--- src/rtl/rv_alu_issue_if.sv ---
// rv_alu_issue_if: issue-stage handshake bundle.
// Upstream instr side (vld/rdy + instr, pc, rs data) and ALU side (vld/rdy + operands).
// Ports (slave = issue stage):
//   instr_vld_i/instr_rdy_o, instr_i, pc_i, rs1_data_i, rs2_data_i
//   alu_vld_o/alu_rdy_i, opr_a_o, opr_b_o, op_sel_o, rd_o, illegal_o
interface rv_alu_issue_if;
  logic        instr_vld_i;
  logic        instr_rdy_o;
  logic [31:0] instr_i;
  logic [31:0] pc_i;
  logic [31:0] rs1_data_i;
  logic [31:0] rs2_data_i;
  logic        alu_vld_o;
  logic        alu_rdy_i;
  logic [31:0] opr_a_o;
  logic [31:0] opr_b_o;
  logic [3:0]  op_sel_o;
  logic [4:0]  rd_o;
  logic        illegal_o;

  modport slave (
    input  instr_vld_i, instr_i, pc_i,
    input  rs1_data_i, rs2_data_i, alu_rdy_i,
    output instr_rdy_o, alu_vld_o,
    output opr_a_o, opr_b_o, op_sel_o,
    output rd_o, illegal_o
  );

  modport master (
    output instr_vld_i, instr_i, pc_i,
    output rs1_data_i, rs2_data_i, alu_rdy_i,
    input  instr_rdy_o, alu_vld_o,
    input  opr_a_o, opr_b_o, op_sel_o,
    input  rd_o, illegal_o
  );
endinterface

--- src/rtl/rv_alu_issue.sv ---
// rv_alu_issue: RV32I decode-and-issue stage feeding the ALU.
// Decodes op select, muxes operands, registers result behind valid/ready.
// Ports: clk, reset_n (async active-low), bus (rv_alu_issue_if.slave).
// Option: RV_ALU_ISSUE_SKID_EN adds a skid entry so instr_rdy_o is a flop.
module rv_alu_issue (
  input  logic          clk,
  input  logic          reset_n,
  rv_alu_issue_if.slave bus
);

  localparam logic [3:0] OP_ADD = 4'h0;
  localparam logic [3:0] OP_SUB = 4'h1;
  localparam logic [3:0] OP_SLL = 4'h2;
  localparam logic [3:0] OP_LSR = 4'h3;
  localparam logic [3:0] OP_ASR = 4'h4;
  localparam logic [3:0] OP_OR  = 4'h5;
  localparam logic [3:0] OP_AND = 4'h6;
  localparam logic [3:0] OP_XOR = 4'h7;
  localparam logic [3:0] OP_EQL = 4'h8;
  localparam logic [3:0] OP_ULT = 4'h9;
  localparam logic [3:0] OP_UGE = 4'hA;
  localparam logic [3:0] OP_SLT = 4'hB;
  localparam logic [3:0] OP_SGE = 4'hC;

  typedef struct packed {
    logic [31:0] a;
    logic [31:0] b;
    logic [3:0]  op;
    logic [4:0]  rd;
    logic        ill;
  } ent_t;

  // alt selects SUB/ASR on the funct7=0x20 encodings
  function automatic logic [3:0] f3_op(
    input logic [2:0] f3,
    input logic       alt
  );
    unique case (f3)
      3'b000:  f3_op = alt ? OP_SUB : OP_ADD;
      3'b001:  f3_op = OP_SLL;
      3'b010:  f3_op = OP_SLT;
      3'b011:  f3_op = OP_ULT;
      3'b100:  f3_op = OP_XOR;
      3'b101:  f3_op = alt ? OP_ASR : OP_LSR;
      3'b110:  f3_op = OP_OR;
      default: f3_op = OP_AND;
    endcase
  endfunction

  logic [31:0] ins;
  logic [6:0]  opc;
  logic [2:0]  f3;
  logic [6:0]  f7;
  logic [31:0] imm_i;
  logic [31:0] imm_s;
  logic [31:0] imm_u;
  logic        f7_0;
  logic        f7_20;
  logic        shf;
  ent_t        dec;

  assign ins   = bus.instr_i;
  assign opc   = ins[6:0];
  assign f3    = ins[14:12];
  assign f7    = ins[31:25];
  assign f7_0  = (f7 == 7'h00);
  assign f7_20 = (f7 == 7'h20);
  assign shf   = (f3 == 3'b001) || (f3 == 3'b101);
  assign imm_i = {{20{ins[31]}}, ins[31:20]};
  assign imm_s = {{20{ins[31]}}, ins[31:25], ins[11:7]};
  assign imm_u = {ins[31:12], 12'h000};

  always_comb begin
    dec.a   = 32'h0;
    dec.b   = 32'h0;
    dec.op  = OP_ADD;
    dec.rd  = ins[11:7];
    dec.ill = 1'b0;
    unique case (1'b1)
      opc == 7'b0110011: begin
        dec.a   = bus.rs1_data_i;
        dec.b   = bus.rs2_data_i;
        dec.op  = f3_op(f3, f7_20);
        dec.ill = !(f7_0 ||
                    (f7_20 && (f3 == 3'b000 || f3 == 3'b101)));
      end
      opc == 7'b0010011: begin
        dec.a   = bus.rs1_data_i;
        dec.b   = shf ? {27'h0, ins[24:20]} : imm_i;
        dec.op  = f3_op(f3, f3 == 3'b101 && f7_20);
        dec.ill = shf && !(f7_0 || (f3 == 3'b101 && f7_20));
      end
      opc == 7'b0110111: begin
        dec.b = imm_u;
      end
      opc == 7'b0010111: begin
        dec.a = bus.pc_i;
        dec.b = imm_u;
      end
      opc == 7'b0000011: begin
        dec.a = bus.rs1_data_i;
        dec.b = imm_i;
      end
      opc == 7'b0100011: begin
        dec.a = bus.rs1_data_i;
        dec.b = imm_s;
      end
      opc == 7'b1100011: begin
        dec.a = bus.rs1_data_i;
        dec.b = bus.rs2_data_i;
        unique case (f3)
          3'b000, 3'b001: dec.op = OP_EQL;
          3'b100:         dec.op = OP_SLT;
          3'b101:         dec.op = OP_SGE;
          3'b110:         dec.op = OP_ULT;
          3'b111:         dec.op = OP_UGE;
          default:        dec.ill = 1'b1;
        endcase
      end
      (opc == 7'b1101111) ||
      (opc == 7'b1100111 && f3 == 3'b000): begin
        dec.a = bus.pc_i;
        dec.b = 32'd4;
      end
      default: dec.ill = 1'b1;
    endcase
    // illegal entries carry a clean ADD 0,0 so the ALU result is benign
    if (dec.ill) begin
      dec.a  = 32'h0;
      dec.b  = 32'h0;
      dec.op = OP_ADD;
    end
  end

  ent_t out_q, out_d;
  logic vld_q, vld_d;
  logic rdy;
  logic in_xfer;
  logic out_xfer;

  assign out_xfer = vld_q && bus.alu_rdy_i;
  assign in_xfer  = bus.instr_vld_i && rdy;

`ifdef RV_ALU_ISSUE_SKID_EN
  ent_t skid_q, skid_d;
  logic skid_vld_q, skid_vld_d;

  assign rdy = !skid_vld_q;

  always_comb begin
    out_d      = out_q;
    vld_d      = vld_q;
    skid_d     = skid_q;
    skid_vld_d = skid_vld_q;
    if (!vld_q || out_xfer) begin
      // skid full implies rdy=0, so no input can race the refill
      if (skid_vld_q) begin
        out_d      = skid_q;
        vld_d      = 1'b1;
        skid_vld_d = 1'b0;
      end else if (in_xfer) begin
        out_d = dec;
        vld_d = 1'b1;
      end else begin
        vld_d = 1'b0;
      end
    end else if (in_xfer) begin
      skid_d     = dec;
      skid_vld_d = 1'b1;
    end
  end

  always_ff @(posedge clk or negedge reset_n) begin
    if (!reset_n) begin
      skid_q     <= '0;
      skid_vld_q <= 1'b0;
    end else begin
      skid_q     <= skid_d;
      skid_vld_q <= skid_vld_d;
    end
  end
`else
  assign rdy = !vld_q || bus.alu_rdy_i;

  always_comb begin
    out_d = out_q;
    vld_d = vld_q;
    if (in_xfer) begin
      out_d = dec;
      vld_d = 1'b1;
    end else if (out_xfer) begin
      vld_d = 1'b0;
    end
  end
`endif

  always_ff @(posedge clk or negedge reset_n) begin
    if (!reset_n) begin
      out_q <= '0;
      vld_q <= 1'b0;
    end else begin
      out_q <= out_d;
      vld_q <= vld_d;
    end
  end

  assign bus.instr_rdy_o = rdy;
  assign bus.alu_vld_o   = vld_q;
  assign bus.opr_a_o     = out_q.a;
  assign bus.opr_b_o     = out_q.b;
  assign bus.op_sel_o    = out_q.op;
  assign bus.rd_o        = out_q.rd;
  assign bus.illegal_o   = out_q.ill;

endmodule

--- src/flat_wrapper.sv ---
// flat-port wrapper written by rule: the top's interface ports become plain ports
module rv_alu_issue_flat 
  (clk, reset_n, bus_instr_vld_i, bus_instr_i, bus_pc_i, bus_rs1_data_i, bus_rs2_data_i, bus_alu_rdy_i, bus_instr_rdy_o, bus_alu_vld_o, bus_opr_a_o, bus_opr_b_o, bus_op_sel_o, bus_rd_o, bus_illegal_o);
  rv_alu_issue_if bus_i ();
  input  logic clk;
  input  logic reset_n;
  input wire logic [$bits(bus_i.instr_vld_i)-1:0] bus_instr_vld_i;
  input wire logic [$bits(bus_i.instr_i)-1:0] bus_instr_i;
  input wire logic [$bits(bus_i.pc_i)-1:0] bus_pc_i;
  input wire logic [$bits(bus_i.rs1_data_i)-1:0] bus_rs1_data_i;
  input wire logic [$bits(bus_i.rs2_data_i)-1:0] bus_rs2_data_i;
  input wire logic [$bits(bus_i.alu_rdy_i)-1:0] bus_alu_rdy_i;
  output wire logic [$bits(bus_i.instr_rdy_o)-1:0] bus_instr_rdy_o;
  output wire logic [$bits(bus_i.alu_vld_o)-1:0] bus_alu_vld_o;
  output wire logic [$bits(bus_i.opr_a_o)-1:0] bus_opr_a_o;
  output wire logic [$bits(bus_i.opr_b_o)-1:0] bus_opr_b_o;
  output wire logic [$bits(bus_i.op_sel_o)-1:0] bus_op_sel_o;
  output wire logic [$bits(bus_i.rd_o)-1:0] bus_rd_o;
  output wire logic [$bits(bus_i.illegal_o)-1:0] bus_illegal_o;
  assign bus_i.instr_vld_i = bus_instr_vld_i;
  assign bus_i.instr_i = bus_instr_i;
  assign bus_i.pc_i = bus_pc_i;
  assign bus_i.rs1_data_i = bus_rs1_data_i;
  assign bus_i.rs2_data_i = bus_rs2_data_i;
  assign bus_i.alu_rdy_i = bus_alu_rdy_i;
  assign bus_instr_rdy_o = bus_i.instr_rdy_o;
  assign bus_alu_vld_o = bus_i.alu_vld_o;
  assign bus_opr_a_o = bus_i.opr_a_o;
  assign bus_opr_b_o = bus_i.opr_b_o;
  assign bus_op_sel_o = bus_i.op_sel_o;
  assign bus_rd_o = bus_i.rd_o;
  assign bus_illegal_o = bus_i.illegal_o;
  rv_alu_issue u_core (.clk(clk), .reset_n(reset_n), .bus(bus_i));
endmodule
--- config.mk ---
export PLATFORM = sky130hd
export DESIGN_NAME = rv_alu_issue_flat
export DESIGN_NICKNAME = d
export VERILOG_FILES = /design/src/rtl/rv_alu_issue_if.sv /design/src/rtl/rv_alu_issue.sv /design/src/flat_wrapper.sv
export SDC_FILE = /design/constraint.sdc
export NUM_CORES = 1
export LEC_CHECK = 0
export ABC_CLOCK_PERIOD_IN_PS = 3800
export BUFFER_PORTS_ARGS = -buffer_cell sky130_fd_sc_hd__buf_4
export CORE_MARGIN = 4
export CORE_UTILIZATION = 40
export CTS_CLUSTER_SIZE = 16
export DETAILED_ROUTE_END_ITERATION = 7
export GPL_TIMING_DRIVEN = 0
export PLACE_DENSITY = 0.74
export RECOVER_POWER = 100
export SLEW_MARGIN = 30
export SYNTH_ARGS = -nofsm -noshare
export SYNTH_HDL_FRONTEND = slang
export SYNTH_SLANG_ARGS = --single-unit
--- constraint.sdc ---
create_clock -name clk -period 3.8 [get_ports clk]
set_input_delay 0.76 -clock clk [delete_from_list [all_inputs] [get_ports clk]]
set_output_delay 0.76 -clock clk [all_outputs]
set_load 0.05 [all_outputs]
# [Word level (Yosys, flattened, before mapping)]
# Index checks and enable logic that the tools add are counted.
[word_totals] reg_bits=75 mem_bits_rw=0 memories=0 inputBits=132 romBits=0 elab_cells=64 latch_bits=0 output_inout_bits=76
[classes] eq_ne=17 shift=0 reduce_logical=25 mux=16 addsub=0 bitwise_logic=0 n_div=0 magnitude_cmp=0 multipliers=0
[op_table] cell="$pmux 32 s6" count=1
[op_table] cell="$mux 68" count=1
[op_table] cell="$pmux 32 s2" count=1
[op_table] cell="$pmux 4 s7" count=2
[op_table] cell="$mux 32" count=1
[op_table] cell="$eq 7x6->1 const B" count=4
[op_table] cell="$eq 7x7->1 const B" count=3
[op_table] cell="$pmux 4 s5" count=1
[op_table] cell="$eq 7x5->1 const B" count=2
[op_table] cell="$eq 3x3->1 const B" count=4
[op_table] cell="$pmux 4 s3" count=1
[op_table] cell="$reduce_or 5->1" count=2
[op_table] cell="$reduce_or 2->1" count=4
[op_table] cell="$eq 7x2->1 const B" count=1
[op_table] cell="$logic_not 7->1" count=1
[op_table] cell="$eq 3x2->1 const B" count=2
[op_table] cell="$logic_and 1x1->1" count=6
[op_table] cell="$logic_or 1x1->1" count=6
[op_table] cell="$mux 3" count=2
[op_table] cell="$reduce_or 6->1" count=1
[op_table] cell="$mux 1" count=5
[op_table] cell="$pmux 1 s4" count=1
[op_table] cell="$eq 3x1->1 const B" count=1
[op_table] cell="$logic_not 1->1" count=3
[op_table] cell="2 further kinds" count=2

# [Logic depth before layout (Yosys ltp)]
[logic_depth] ltp_word=7 depth_mapped=8 ltp_nobuf=5

# [Least setup slack after synthesis]
# OpenSTA, ideal clock, no wires.
[synth_path] path_type="in2reg" from="input port bus_alu_rdy_i" to="register u_core.out_q (netlist bit u_core.bus.opr_a_o[10])" cell_stages=7 required_ps=3726 setup_ps=74 path_buffers=2 t_arrival_ps=2179 slack_ps=1547 cell_sequence="nand2b_1 nand2_1 a21oi_1 o311ai_4 buf_6 buf_12 o21ai_2"
[synth_between] elab_chain_cells=2
[synth_rtl] element="start, declared" line_no="flat_wrapper.sv:12" source="input wire logic [$bits(bus_i.alu_rdy_i)-1:0] bus_alu_rdy_i;"
[synth_rtl] element="$logic_or 1x1->1" line_no="rv_alu_issue.sv:183" source="assign rdy = !vld_q || bus.alu_rdy_i;"
[synth_rtl] element="$logic_and 1x1->1" line_no="rv_alu_issue.sv:142" source="assign in_xfer = bus.instr_vld_i && rdy;"
[synth_rtl] element="end signal, assigned" line_no="rv_alu_issue.sv:202" source="out_q <= out_d;"
[synth_rtl] element="end, declared" line_no="rv_alu_issue.sv:135" source="ent_t out_q, out_d;"
# No other way between the ends.
# A chain may end at the register's enable or synchronous reset.

# [Worst setup path in the final report]
[layout_path] from="input port bus_instr_i[2]" to="register u_core.out_q (netlist bit u_core.bus.opr_a_o[5])"
[layout_between] elab_chain_cells=6 word_cells_on_any_way=17 classes_between="eq/ne: 9; mux: 3; reduce/logical: 5"
[layout_rtl] element="start, declared" line_no="flat_wrapper.sv:8" source="input wire logic [$bits(bus_i.instr_i)-1:0] bus_instr_i;"
[layout_rtl] element="$eq 7x7->1" line_no="rv_alu_issue.sv:121" source="(opc == 7'b1100111 && f3 == 3'b000): begin"
[layout_rtl] element="$logic_and 1x1->1" line_no="rv_alu_issue.sv:121"
[layout_rtl] element="$logic_or 1x1->1" line_no="rv_alu_issue.sv:120" source="(opc == 7'b1101111) ||"
[layout_rtl] element="$reduce_or 5->1 (no line) / $reduce_or 2->1 (equally long branches)"
[layout_rtl] element="$pmux 1 s4 / $pmux 32 s2 (equally long branches)" line_no="rv_alu_issue.sv:79" source="unique case (1'b1)"
[layout_rtl] element="$mux 68 (*)" line_no="rv_alu_issue.sv:128" source="if (dec.ill) begin"
# Mark *: on every way between the ends. The rest lies on a longest branch, timed or not.

==> results.json <==
{
  "tightest_slew_ns": 1.86,
  "drc": 0,
  "core_area_sq_um": 8850,
  "crit_top_cell": "clkbuf_1",
  "drv_cap": 1,
  "dieHeight_um": 104,
  "numClockSinks": 75,
  "critPathLaunchType": "primary input",
  "worstSetupEndpointType": "flop",
  "rr_endpoint": "u_core.bus.opr_a_o[5]",
  "syn_avg_cell_area_sq_um": 9.77,
  "min_path_type": "flop to flop",
  "leakage_nw": 2.33,
  "ir_worst_vdd_mv": 0.166,
  "crit_path_max_incr_delay_ns": 0.59,
  "synth_cell_types": 43,
  "r2r_start": "u_core.bus.alu_vld_o",
  "tns_ns": 0,
  "routedWlPerCell_um": 18.4,
  "intPower_mw": 1.37,
  "crit_family": "buffers and inverters",
  "insertion_delay_ns": 0.34,
  "yosysSeqAreaShare": 0.509,
  "synth_edf_count": 0,
  "synth_cells": 377,
  "p_per_area_nw_per_um2": 345,
  "min_period_ns": 2.91,
  "clk_pin_slew_ns": 0.08,
  "arrival_ns": 3.11,
  "worstHoldStart": "u_core.bus.opr_a_o[18]",
  "portBuffers": 207,
  "fmax_ghz": 0.344,
  "holdPathStages": 2,
  "async_reset_ff_frac": 1.00,
  "grt_pass1_wl_mm": 21.0,
  "critical_path.max_fanout": 10,
  "clockBufferDepth": 2,
  "rsz0062_at_grt": "no",
  "synth.ff_latch_count": 75,
  "p_sw_uw": 458,
  "dieArea_sq_um": 10800,
  "start_util": 0.416,
  "post_cts_buffers": 0,
  "grt_usage": 0.241,
  "synth_area_sq_um": 3680,
  "layoutNonFillerInstCount": 708,
  "tritoncts": "built",
  "violations": "capacitance limit, slew limit",
  "grt_start_max_net_pins": 76,
  "ios": 208,
  "crit_chain": "clkbuf_1 > and4bb_1 > nand2_1 > a311o_2 > o311ai_4 > clkbuf_1 > clkbuf_1 > o21ai_2",
  "setup_viol": 0,
  "status": "finished with violations",
  "insertedDiodeCount": 0,
  "detail_route.wirelength_mm": 13.0,
  "seqPwrFrac": 0.446,
  "drv_slew": 76,
  "clock_skew_ns": 0.00964,
  "synth_ff_type": "dfrtp_1",
  "p_clk_frac": 0.405,
  "hold_viol": 0,
  "r2r_slack_ns": 1.72,
  "hold_buffers": 0,
  "num_vias": 3892,
  "path_buf_inv": 3,
  "antenna_found_initial": 0,
  "switching_share": 0.251,
  "cts_buffers": 9,
  "area_growth_pct": 43.6,
  "synthesis.nets": 509,
  "drtIter0Drc": 197,
  "cts_resized": 0,
  "cp.required_ns": 4.00,
  "cts_htree_levels": 3,
  "combPwrFrac": 0.148,
  "layout-drive-gt1-share": 0.283,
  "place_congestion": 0.888,
  "grt_overflow": 0,
  "cts-root-buf": "clkbuf_8",
  "cp_num_cells": 8,
  "reg2reg_depth": 7,
  "detail-route-antenna-nets": 0,
  "grt_pass1_vias": 4120,
  "crit_type": "primary input to flop",
  "maxSlewHeadroom": -0.242,
  "die_w_um": 104,
  "dpl.hpwl_mm": 10.3,
  "drt_pass1_iterations": 6,
  "ys_warn_count": 0,
  "fp-row-count": 34,
  "cpMaxStageDelayCell": "clkbuf_1",
  "whs_endpoint": "u_core.bus.opr_a_o[18]",
  "routed_via_density": 5.50,
  "dp.cells": 692,
  "nNetsFinal": 727,
  "fin_crit_sh": 0.766
}
==> tightest hold or removal path, delay by kind of cell (launching register included) <==
kind	cells	cell delay, ns
DFF	1	0.35
AOI/OAI and AO/OA	1	0.06
and+or+nand+nor	1	0.04
==> through the flow <==
step,worst slack [ns],cell area [sq um],utilization,power (mW),hold WS [ns]
final,0.890,5290,0.598,1.82,0.481
after CTS,1.60,5620,0.635,1.85,0.489
after global routing,0.740,5290,0.598,1.89,0.511
after detailed placement,1.22,5370,0.607,1.11,0.471
after floorplan,1.55,3680,-,0.938,0.464
after global placement,1.27,5370,0.607,1.11,0.462
==> power groups by stage <==
| stage | logic (mW) | clock network, mW | registers, mW |
|---|---|---|---|
| final | 0.270 | 0.739 | 0.814 |
| after global routing | 0.291 | 0.788 | 0.815 |
| after CTS | 0.285 | 0.752 | 0.814 |
| after detailed placement | 0.284 | 0 | 0.830 |
| after global placement | 0.280 | 0 | 0.829 |
| after floorplan | 0.0697 | 0 | 0.868 |
==> registers in the layout, indices dropped and copies added, names as in the netlist <==
register and count:
u_core.bus.alu_vld_o 1, u_core.bus.illegal_o 1, u_core.bus.opr_b_o 32, u_core.bus.opr_a_o 32, u_core.bus.op_sel_o 4, u_core.bus.rd_o 5
==> logic make-up (layout without fill, tap and decap cells) <==
logic type	count (synthesis)	after routing	share of synthesized area
AOI/OAI and AO/OA	156	156	0.298
xor gates and xnor gates	2	2	0.00475
buffers and inverters	39	262	0.0516
muxes	5	5	0.0153
DFF	75	75	0.509
and+or+nand+nor	100	100	0.121
==> synth_stat cells, types with 4 or more instances <==
library cell	number	area (sq um)
a221oi_1	22	193
a22o_1	5	43.8
a22oi_1	43	323
and3_1	5	31.3
buf_2	5	25.0
clkbuf_1	21	78.8
clkbuf_2	5	25.0
dfrtp_1	75	1880
inv_1	4	15.0
mux2_2	5	56.3
nand2_1	71	267
nor2_1	7	26.3
o21ai_0	58	290
o21ai_2	10	87.6
==> layout by cell type (no fill, tap or decap), drive strengths merged, types with 2 or more instances in the layout <==
cell type / count
a21boi: 2
a21o: 3
a21oi: 3
a221oi: 22
a22o: 5
a22oi: 43
and2: 2
and3: 5
and4bb: 2
buf: 135
bufinv: 3
clkbuf: 117
clkinvlp: 2
dfrtp: 75
inv: 4
mux2: 5
nand2: 71
nand2b: 3
nand3: 2
nor2: 7
nor2b: 3
o21ai: 68
xor2: 2
==> how the worst max path moves through the flow <==
stage / startpoint / to / slack (ns)
after global routing: bus_instr_i[2] / u_core.bus.opr_a_o[12] / 0.74
after CTS: bus_instr_i[13] / u_core.bus.opr_a_o[12] / 1.60
final: bus_instr_i[2] / u_core.bus.opr_a_o[5] / 0.89
after global placement: bus_instr_i[2] / u_core.bus.opr_b_o[30] / 1.27
after detailed placement: bus_instr_i[13] / u_core.bus.opr_a_o[12] / 1.22
after floorplan: bus_alu_rdy_i / u_core.bus.opr_a_o[10] / 1.55
==> layer usage <==
| metal | global-route usage | vias up | routed length (um) | share of wire |
|---|---|---|---|---|
| li1 | - | 1824 | - | - |
| met1 | 0.292 | 1865 | 5150 | 0.39 |
| met2 | 0.413 | 190 | 6480 | 0.50 |
| met3 | 0.0807 | 13 | 1260 | 0.097 |
| met4 | 0.0608 | 0 | 150 | 0.012 |
| met5 | 0 | - | 0 | 0 |
==> area by class of cell <==
| cell class | count | area [sq um] |
|---|---|---|
| clock inverter | 6 | 114 |
| inverter | 4 | 15.0 |
| buffer | 35 | 145 |
| sequential | 75 | 1880 |
| clock buffer | 10 | 128 |
| multi-input combinational | 263 | 1610 |
| fill | 855 | 3560 |
| timing repair buffer | 207 | 1260 |
| tap | 108 | 135 |
No activity file was read; power rests on OpenSTA's default activity.
